`config.mk`:
```
export PLATFORM = sky130hd
export DESIGN_NAME = button_debounce
export DESIGN_NICKNAME = d
export VERILOG_FILES = /design/src/rtl/button_debounce.sv
export SDC_FILE = /design/constraint.sdc
export NUM_CORES = 1
export LEC_CHECK = 0
export ABC_AREA = 1
export CAP_MARGIN = 15
export CORE_MARGIN = 2
export CORE_UTILIZATION = 35
export DETAILED_ROUTE_END_ITERATION = 16
export PLACE_DENSITY = 0.47
export RECOVER_POWER = 100
export SYNTH_ARGS = -nofsm -noshare
export SYNTH_HDL_FRONTEND = slang
export SYNTH_SLANG_ARGS = --single-unit
```
`constraint.sdc`:
```
create_clock -name clk -period 2.6 [get_ports clk]
set_input_delay 0.52 -clock clk [delete_from_list [all_inputs] [get_ports clk]]
set_output_delay 0.52 -clock clk [all_outputs]
set_load 0.01 [all_outputs]
```
`src/rtl/button_debounce.sv`:
```
// button_debounce
//   Per-channel debouncer for mechanical push buttons. Each raw pin is
//   optionally inverted so that 1 always means pressed. It then passes through
//   a 2-flop synchroniser. A level change is accepted only after the
//   synchronised value has differed from the accepted level for
//   DEBOUNCE_CYCLES consecutive cycles.
//
//   Ports
//     clk           : sole clock, rising edge
//     rst           : synchronous, active-high reset
//     btn_raw       : raw (asynchronous, bouncing) button pins
//     btn_clean     : debounced level, 1 = pressed
//     press_pulse   : one-cycle strobe on each accepted 0->1 change
//     release_pulse : one-cycle strobe on each accepted 1->0 change
//     press_latch   : sticky per-channel press flag
//     latch_clr     : per-channel synchronous clear of press_latch
//     any_press     : registered OR of press_latch
//
//   Channel states (decoded from the synchronised level and btn_clean)
//     state   | meaning
//     IDLE    | synchronised level equals btn_clean, counter held at 0
//     PENDING | synchronised level differs, counter runs toward acceptance
module button_debounce #(
  parameter int N_BTN           = 8,
  parameter int DEBOUNCE_CYCLES = 50000,
  parameter int ACTIVE_LOW      = 0
) (
  input  logic             clk,
  input  logic             rst,
  input  logic [N_BTN-1:0] btn_raw,
  output logic [N_BTN-1:0] btn_clean,
  output logic [N_BTN-1:0] press_pulse,
  output logic [N_BTN-1:0] release_pulse,
  output logic [N_BTN-1:0] press_latch,
  input  logic [N_BTN-1:0] latch_clr,
  output logic             any_press
);

  localparam int CW = $clog2(DEBOUNCE_CYCLES);
  localparam logic [CW-1:0] CNT_LAST = CW'(DEBOUNCE_CYCLES - 1);

  typedef enum logic {
    IDLE    = 1'b0,
    PENDING = 1'b1
  } chan_state_t;

  logic [N_BTN-1:0] raw_in;
  logic [N_BTN-1:0] s1;
  logic [N_BTN-1:0] s2;
  logic [CW-1:0]    cnt [N_BTN];
  chan_state_t      state [N_BTN];

  // Inversion happens ahead of the synchroniser, so every later stage,
  // including the reset value, works in pressed = 1 terms.
  assign raw_in = (ACTIVE_LOW != 0) ? ~btn_raw : btn_raw;

  always_comb begin
    for (int i = 0; i < N_BTN; i++) begin
      state[i] = (s2[i] == btn_clean[i]) ? IDLE : PENDING;
    end
  end

  always_ff @(posedge clk) begin
    if (rst) begin
      s1            <= '0;
      s2            <= '0;
      btn_clean     <= '0;
      press_pulse   <= '0;
      release_pulse <= '0;
      press_latch   <= '0;
      any_press     <= 1'b0;
      for (int i = 0; i < N_BTN; i++) begin
        cnt[i] <= '0;
      end
    end else begin
      s1 <= raw_in;
      s2 <= s1;
      for (int i = 0; i < N_BTN; i++) begin
        press_pulse[i]   <= 1'b0;
        release_pulse[i] <= 1'b0;
        case (state[i])
          IDLE: begin
            cnt[i] <= '0;
          end
          PENDING: begin
            if (cnt[i] == CNT_LAST) begin
              // Acceptance edge. The counter never goes past CNT_LAST, so it cannot wrap.
              btn_clean[i]     <= s2[i];
              cnt[i]           <= '0;
              press_pulse[i]   <= s2[i];
              release_pulse[i] <= ~s2[i];
            end else begin
              cnt[i] <= cnt[i] + CW'(1);
            end
          end
          default: begin
            cnt[i] <= '0;
          end
        endcase
        // Set has priority over clear so a press that coincides with a clear is not lost.
        press_latch[i] <= press_pulse[i] | (press_latch[i] & ~latch_clr[i]);
      end
      any_press <= |press_latch;
    end
  end

endmodule

```
* After elaboration in Yosys (flattened, before gate mapping)
Memory sizes are Yosys's and may differ from the RTL's.
Cells that the tools add are included.
** Word-level totals
- Bits in registers :: 49
- RAM bits :: 128
- Bits of input ports :: 18
- Output and inout bits :: 33
- Word-level logic and storage cells :: 256
- Memories :: 1
** Memory list
- cnt :: words 8, bits a word 16, read ports 8, clocked after memory_dff 0, write ports 8, line 50 : logic [CW-1:0] cnt [N_BTN];
** Cells by class
- Add/sub/neg operators :: 8
- Eq/ne operators :: 16
- Mux-type cells :: 114
- Bitwise logic cells :: 72
- Reductions and logical operators :: 17
** Operators with widths (count)
- 2-to-1 mux 16 bit :: 24
- adder 16 x 1 -> 16 bit (second input constant) :: 8
- == test 16 bit (second input constant) :: 8
- 2-to-1 mux 1 bit :: 90
- NOT 1 bit :: 32
- bitwise OR 1 bit :: 32
- OR reduction 3 bit :: 8
- AND reduction 2 bit :: 8
- AND 1 bit :: 8
- == test 1 bit :: 8
- OR reduction 8 bit :: 1

* Logic depth before layout (Yosys ltp)
- Word-level depth :: 7
- Depth in mapped cells :: 8
- Mapped depth without buffers :: 7

* Worst setup path before layout
OpenSTA, ideal clock, no wires.
- Path kind :: reg2reg
- From :: memory cnt[1][48] in the netlist's numbering
- To :: memory cnt[1][58] in the netlist's numbering, data pin
- Library setup time :: 0.257 ns
- Data arrival time :: 1.255 ns
- Data required time :: 2.343 ns
- Path slack :: 1.088 ns
- Cell stages (with the launch flop) :: 8
- Path buffers :: 1
- Clock period less this slack :: 1.512 ns
- Cell sequence :: edfxtp_1 > ha_1 > nand3_2 > nor2_4 > nand3_2 > nand2_4 > buf_12 > nor2_4
** RTL lines (line)
- from (decl) :: 50

* Worst setup path in the final report
- From :: register press_latch[0]
- To :: output port press_latch[0]
** RTL lines
- from (decl) :: line 34 : output logic [N_BTN-1:0] press_latch,
- from (signal, indexed assignment) :: line 101 : press_latch[i] <= press_pulse[i] | (press_latch[i] & ~latch_clr[i]);
No word-level cell between the ends.

==> out/results.md <==
| Group | Quantity | Value |
|:---|:---|:---|
| grt | Total gr overflow | 0 |
| critical path | Slowest-stage cell, CP | sky130_fd_sc_hd__dlygate4sd3_1 |
| drt | Vias | 7277 |
| critical path | Type of origin of the critical path | register |
| grt | GR Util All Layers | 14.1% |
| cells and area | Fraction of layout cells with a size suffix above 1 | 7.31% |
| cells and area | Layout overhead on the synthesized area | 17.1% |
| worst hold path | Endpoint of the worst hold-timing path | s2[2] |
| sta | Maximum clock skew at final layout | 13.5 ps |
| grt | Largest net degree at the start of global routing | 27 |
| cells and area | Net total in the final layout | 1354 |
| power and ir drop | Clock network fraction of design power | 41.9% |
| power and ir drop | Switching component of the power | 1.35 mW |
| drt | Initial DRT Pass Iterations | 4 |
| sta | Final period util | 79.0% |
| cts | Post-cts resize count | 0 |
| placed design | Last weighted congestion value of the routability-driven placer | 0.811 |
| drt | Initial DRC count | 486 |
| sta | Endpoints failing setup | 0 |
| cts | Clock insertion delay at the later pin of the skew report | 430 ps |
| sta | Fmax | 487 MHz |
| cts | CTS tree | yes |
| drt | Routed via count divided by cell count | 4.33 |
| drt | Antenna-violating nets left | 0 |
| cts | Maximum count of clock buffers along a single path | 2 |
| grt | Global-route wire length before repair | 32.8 mm |
| cells and area | Most frequent cells in the layout | 263 x sky130_fd_sc_hd__nor2_1, 222 x sky130_fd_sc_hd__nand2_1, 130 x sky130_fd_sc_hd__inv_1 |
| critical path | Kind of critical path | register to output port |
| power and ir drop | Internal power | 4.69 mW |
| critical path | Worst reg2reg setup slack | 620 ps |
| critical path | Maximum fanout encountered on the critical timing path | 3 |
| cts | Post-CTS Repair Setup Buffers | 0 |
| power and ir drop | Reg power frac | 53.4% |
| die | Die boundary width | 170 microns |
| sta | Max_slew headroom | 50.4% |
| critical path | Buf+Inv Stages, Crit Path | 1 |
| die | I/O pins | 51 |
| sta | Setup_tns | 0 ps |
| sta | Post-route minimum period | 2050 ps |
| critical path | Crit path required time | 2080 ps |
| cts | CTS sink cnt | 177 |
| worst hold path | Class of the worst hold path | register to register |
| critical path | Cell count of the worst reg-to-reg path | 6 |
| worst hold path | Startpoint of the tightest hold check path | s1[2] |
| die | FP Rows | 60 |
| power and ir drop | Combinational cell fraction of total power | 4.7% |
| status | Outcome | finished clean |
| die | Std-Cell Core Area | 27000 sq um |
| synthesis | Number of unique standard cell types used by synthesis | 31 |
| cts | Cts bufs inserted | 17 |
| job | Max_cap viols | 0 |
| die | Vertical die dimension | 170 microns |
| synthesis | Synth warnings | 0 |
| sta | Final Hold Slack | 402 ps |
| power and ir drop | Total power divided by cell area | 535 nW/um^2 |
| synthesis | Number of cells produced by synthesis | 1143 |
| critical path | Startpoint of the lowest-slack register-to-register path | cnt[0][0] |
| critical path | Critical Path Source | press_latch[0] |
| drt | Routed length per placed instance | 11.5 microns |
| grt | Initial antenna violation count | 0 |
| cells and area | Antenna Diode Count | 0 |
| critical path | Destination of the worst register-to-register timing path | cnt[0][15] |
| cts | CTS H-Tree Depth | 4 |
| synthesis | Post-Syn Area | 9630 sq um |
| power and ir drop | VDD IR max | 0.375 mV |
| placed design | Post-Place Cell Area | 10900 sq um |
| critical path | Largest incremental delay on the critical path | 650 ps |
| drt | Post-route DRC | 0 |
| critical path | Cell-by-cell trace of the critical path | dlygate4sd3_1 |
| sta | Final Max Slew Viols | 0 |
| cts | Number of hold-repair buffers added at the cts stage | 0 |
| placed design | Post-detailed-placement half-perimeter wirelength | 14.6 mm |
| sta | Setup repair after global routing missed its margin | false |
| cells and area | Cell area after layout | 11300 sq um |
| cts | Clock root cell | sky130_fd_sc_hd__clkbuf_16 |
| power and ir drop | Switching fraction of total power | 22.3% |
| placed design | Input/output buffers | 50 |
| critical path | Data arrival, critical path | 1530 ps |
| synthesis | Register bit total from synthesis | 177 |
| critical path | Worst path top cell family by delay | buffers and inverters |
| die | Effective utilization at floorplan | 35.6% |
| sta | Slew @ Worst Pin | 743 ps |
| cts | Clock input transition at the sequential cells of the worst setup and hold paths | 70 ps |
| power and ir drop | Static Leak | 4.42 nW |
| critical path | Element type at the critical path end | output port |
| die | Total Die Area | 28900 sq um |
| grt | Vias in the first global route | 6770 |
| drt | Routed WL | 19.3 mm |
| cells and area | Most frequent standard cell in the layout excluding fill and tap cells | sky130_fd_sc_hd__nor2_1 |
| worst hold path | Worst hold path cell count | 2 |
| synthesis | Post-synthesis area per instance | 8.43 sq um |
| synthesis | Post-synthesis sequential area ratio | 50.1% |
| sta | Final Hold Violating Endpoints | 0 |
[state kept, by name, summed over array words and instances (netlist names)]
name / flops
cnt: 128
btn_clean: 8
press_latch: 8
press_pulse: 8
release_pulse: 8
s1: 8
s2: 8
any_press: 1
[metal layers]
layer	up-vias	share of wire, %	track usage, %
li1	3954	-	-
met1	3241	52	19.6
met2	69	44	22.7
met3	13	2.4	2.72
met4	0	0.95	3.57
met5	-	0	0
[cell usage after synthesis]
cell,number,area [sq um]
sky130_fd_sc_hd__nand4_1,42,263
sky130_fd_sc_hd__edfxtp_1,128,3840
sky130_fd_sc_hd__nand3_1,70,350
sky130_fd_sc_hd__nand2_4,9,101
sky130_fd_sc_hd__nor3_1,8,40.0
sky130_fd_sc_hd__buf_12,3,60.1
sky130_fd_sc_hd__nand2_1,216,811
sky130_fd_sc_hd__xnor2_1,20,175
sky130_fd_sc_hd__xor2_1,32,280
sky130_fd_sc_hd__conb_1,1,3.75
sky130_fd_sc_hd__nand3_2,11,110
sky130_fd_sc_hd__nor4_1,2,12.5
sky130_fd_sc_hd__nor2_8,1,20.0
sky130_fd_sc_hd__a21oi_1,54,270
sky130_fd_sc_hd__inv_2,5,18.8
sky130_fd_sc_hd__dfxtp_1,49,981
sky130_fd_sc_hd__nor2_2,47,294
sky130_fd_sc_hd__inv_1,130,488
sky130_fd_sc_hd__clkbuf_1,2,7.51
sky130_fd_sc_hd__nor2_4,8,90.1
sky130_fd_sc_hd__nor2_1,239,897
sky130_fd_sc_hd__o21ai_0,13,65.1
sky130_fd_sc_hd__o21bai_1,3,22.5
sky130_fd_sc_hd__ha_1,8,100
sky130_fd_sc_hd__clkinv_4,1,8.76
sky130_fd_sc_hd__a21oi_2,8,70.1
sky130_fd_sc_hd__nand2_2,14,87.6
sky130_fd_sc_hd__buf_8,2,30.0
sky130_fd_sc_hd__or2_0,1,6.26
sky130_fd_sc_hd__or2_2,11,68.8
sky130_fd_sc_hd__buf_6,5,56.3
[logic make-up after synthesis]
logic type,synth area share [%]
compound gates,4.44
xor+xnor,4.73
other cells,0.0389
simple gates,32.7
buf+inv,6.95
fa+ha+maj,1.04
flops,50.1
[cell type report]
class	instances	area, sq um
clock inverters	7	71.3
inverters	136	515
fillers	2779	15700
well taps	341	427
clock buffers	25	508
repair buffers	51	502
flip-flops and latches	177	4820
multi-input cells	945	4430
[power groups by stage]
| stage | Clock, mW | Combinational (mW) | Sequential [mW] |
|---|---|---|---|
| after floorplan | 0 | 0.240 | 3.25 |
| after CTS | 2.64 | 0.294 | 3.22 |
| after detailed placement | 0 | 0.292 | 3.29 |
| final | 2.53 | 0.284 | 3.22 |
| after global placement | 0 | 0.294 | 3.28 |
| after global routing | 2.73 | 0.336 | 3.24 |
[metrics by stage]
step | cells | util [%] | power (mW) | setup slack, ps
5_1_grt | 1682 | 41.7 | 6.31 | 339
3_5_place_dp | 1650 | 40.3 | 3.58 | 869
2_1_floorplan | 1270 | - | 3.49 | 1090
6_report | 1682 | 41.7 | 6.03 | 547
3_3_place_gp | 1650 | 40.3 | 3.58 | 882
4_1_cts | 1682 | 42.4 | 6.16 | 535
[worst max path at each step]
| stage | to | slack [ps] | depth (start not counted) |
|---|---|---|---|
| floorplan | cnt[1][58] | 1090 | 7 |
| global placement | cnt[0][59] | 880 | 6 |
| detailed placement | cnt[1][25] | 870 | 5 |
| CTS | press_latch[0] | 540 | 1 |
| global route | cnt[0][12] | 340 | 6 |
| finish | press_latch[0] | 550 | 1 |
(Power assumes the default switching activity.)
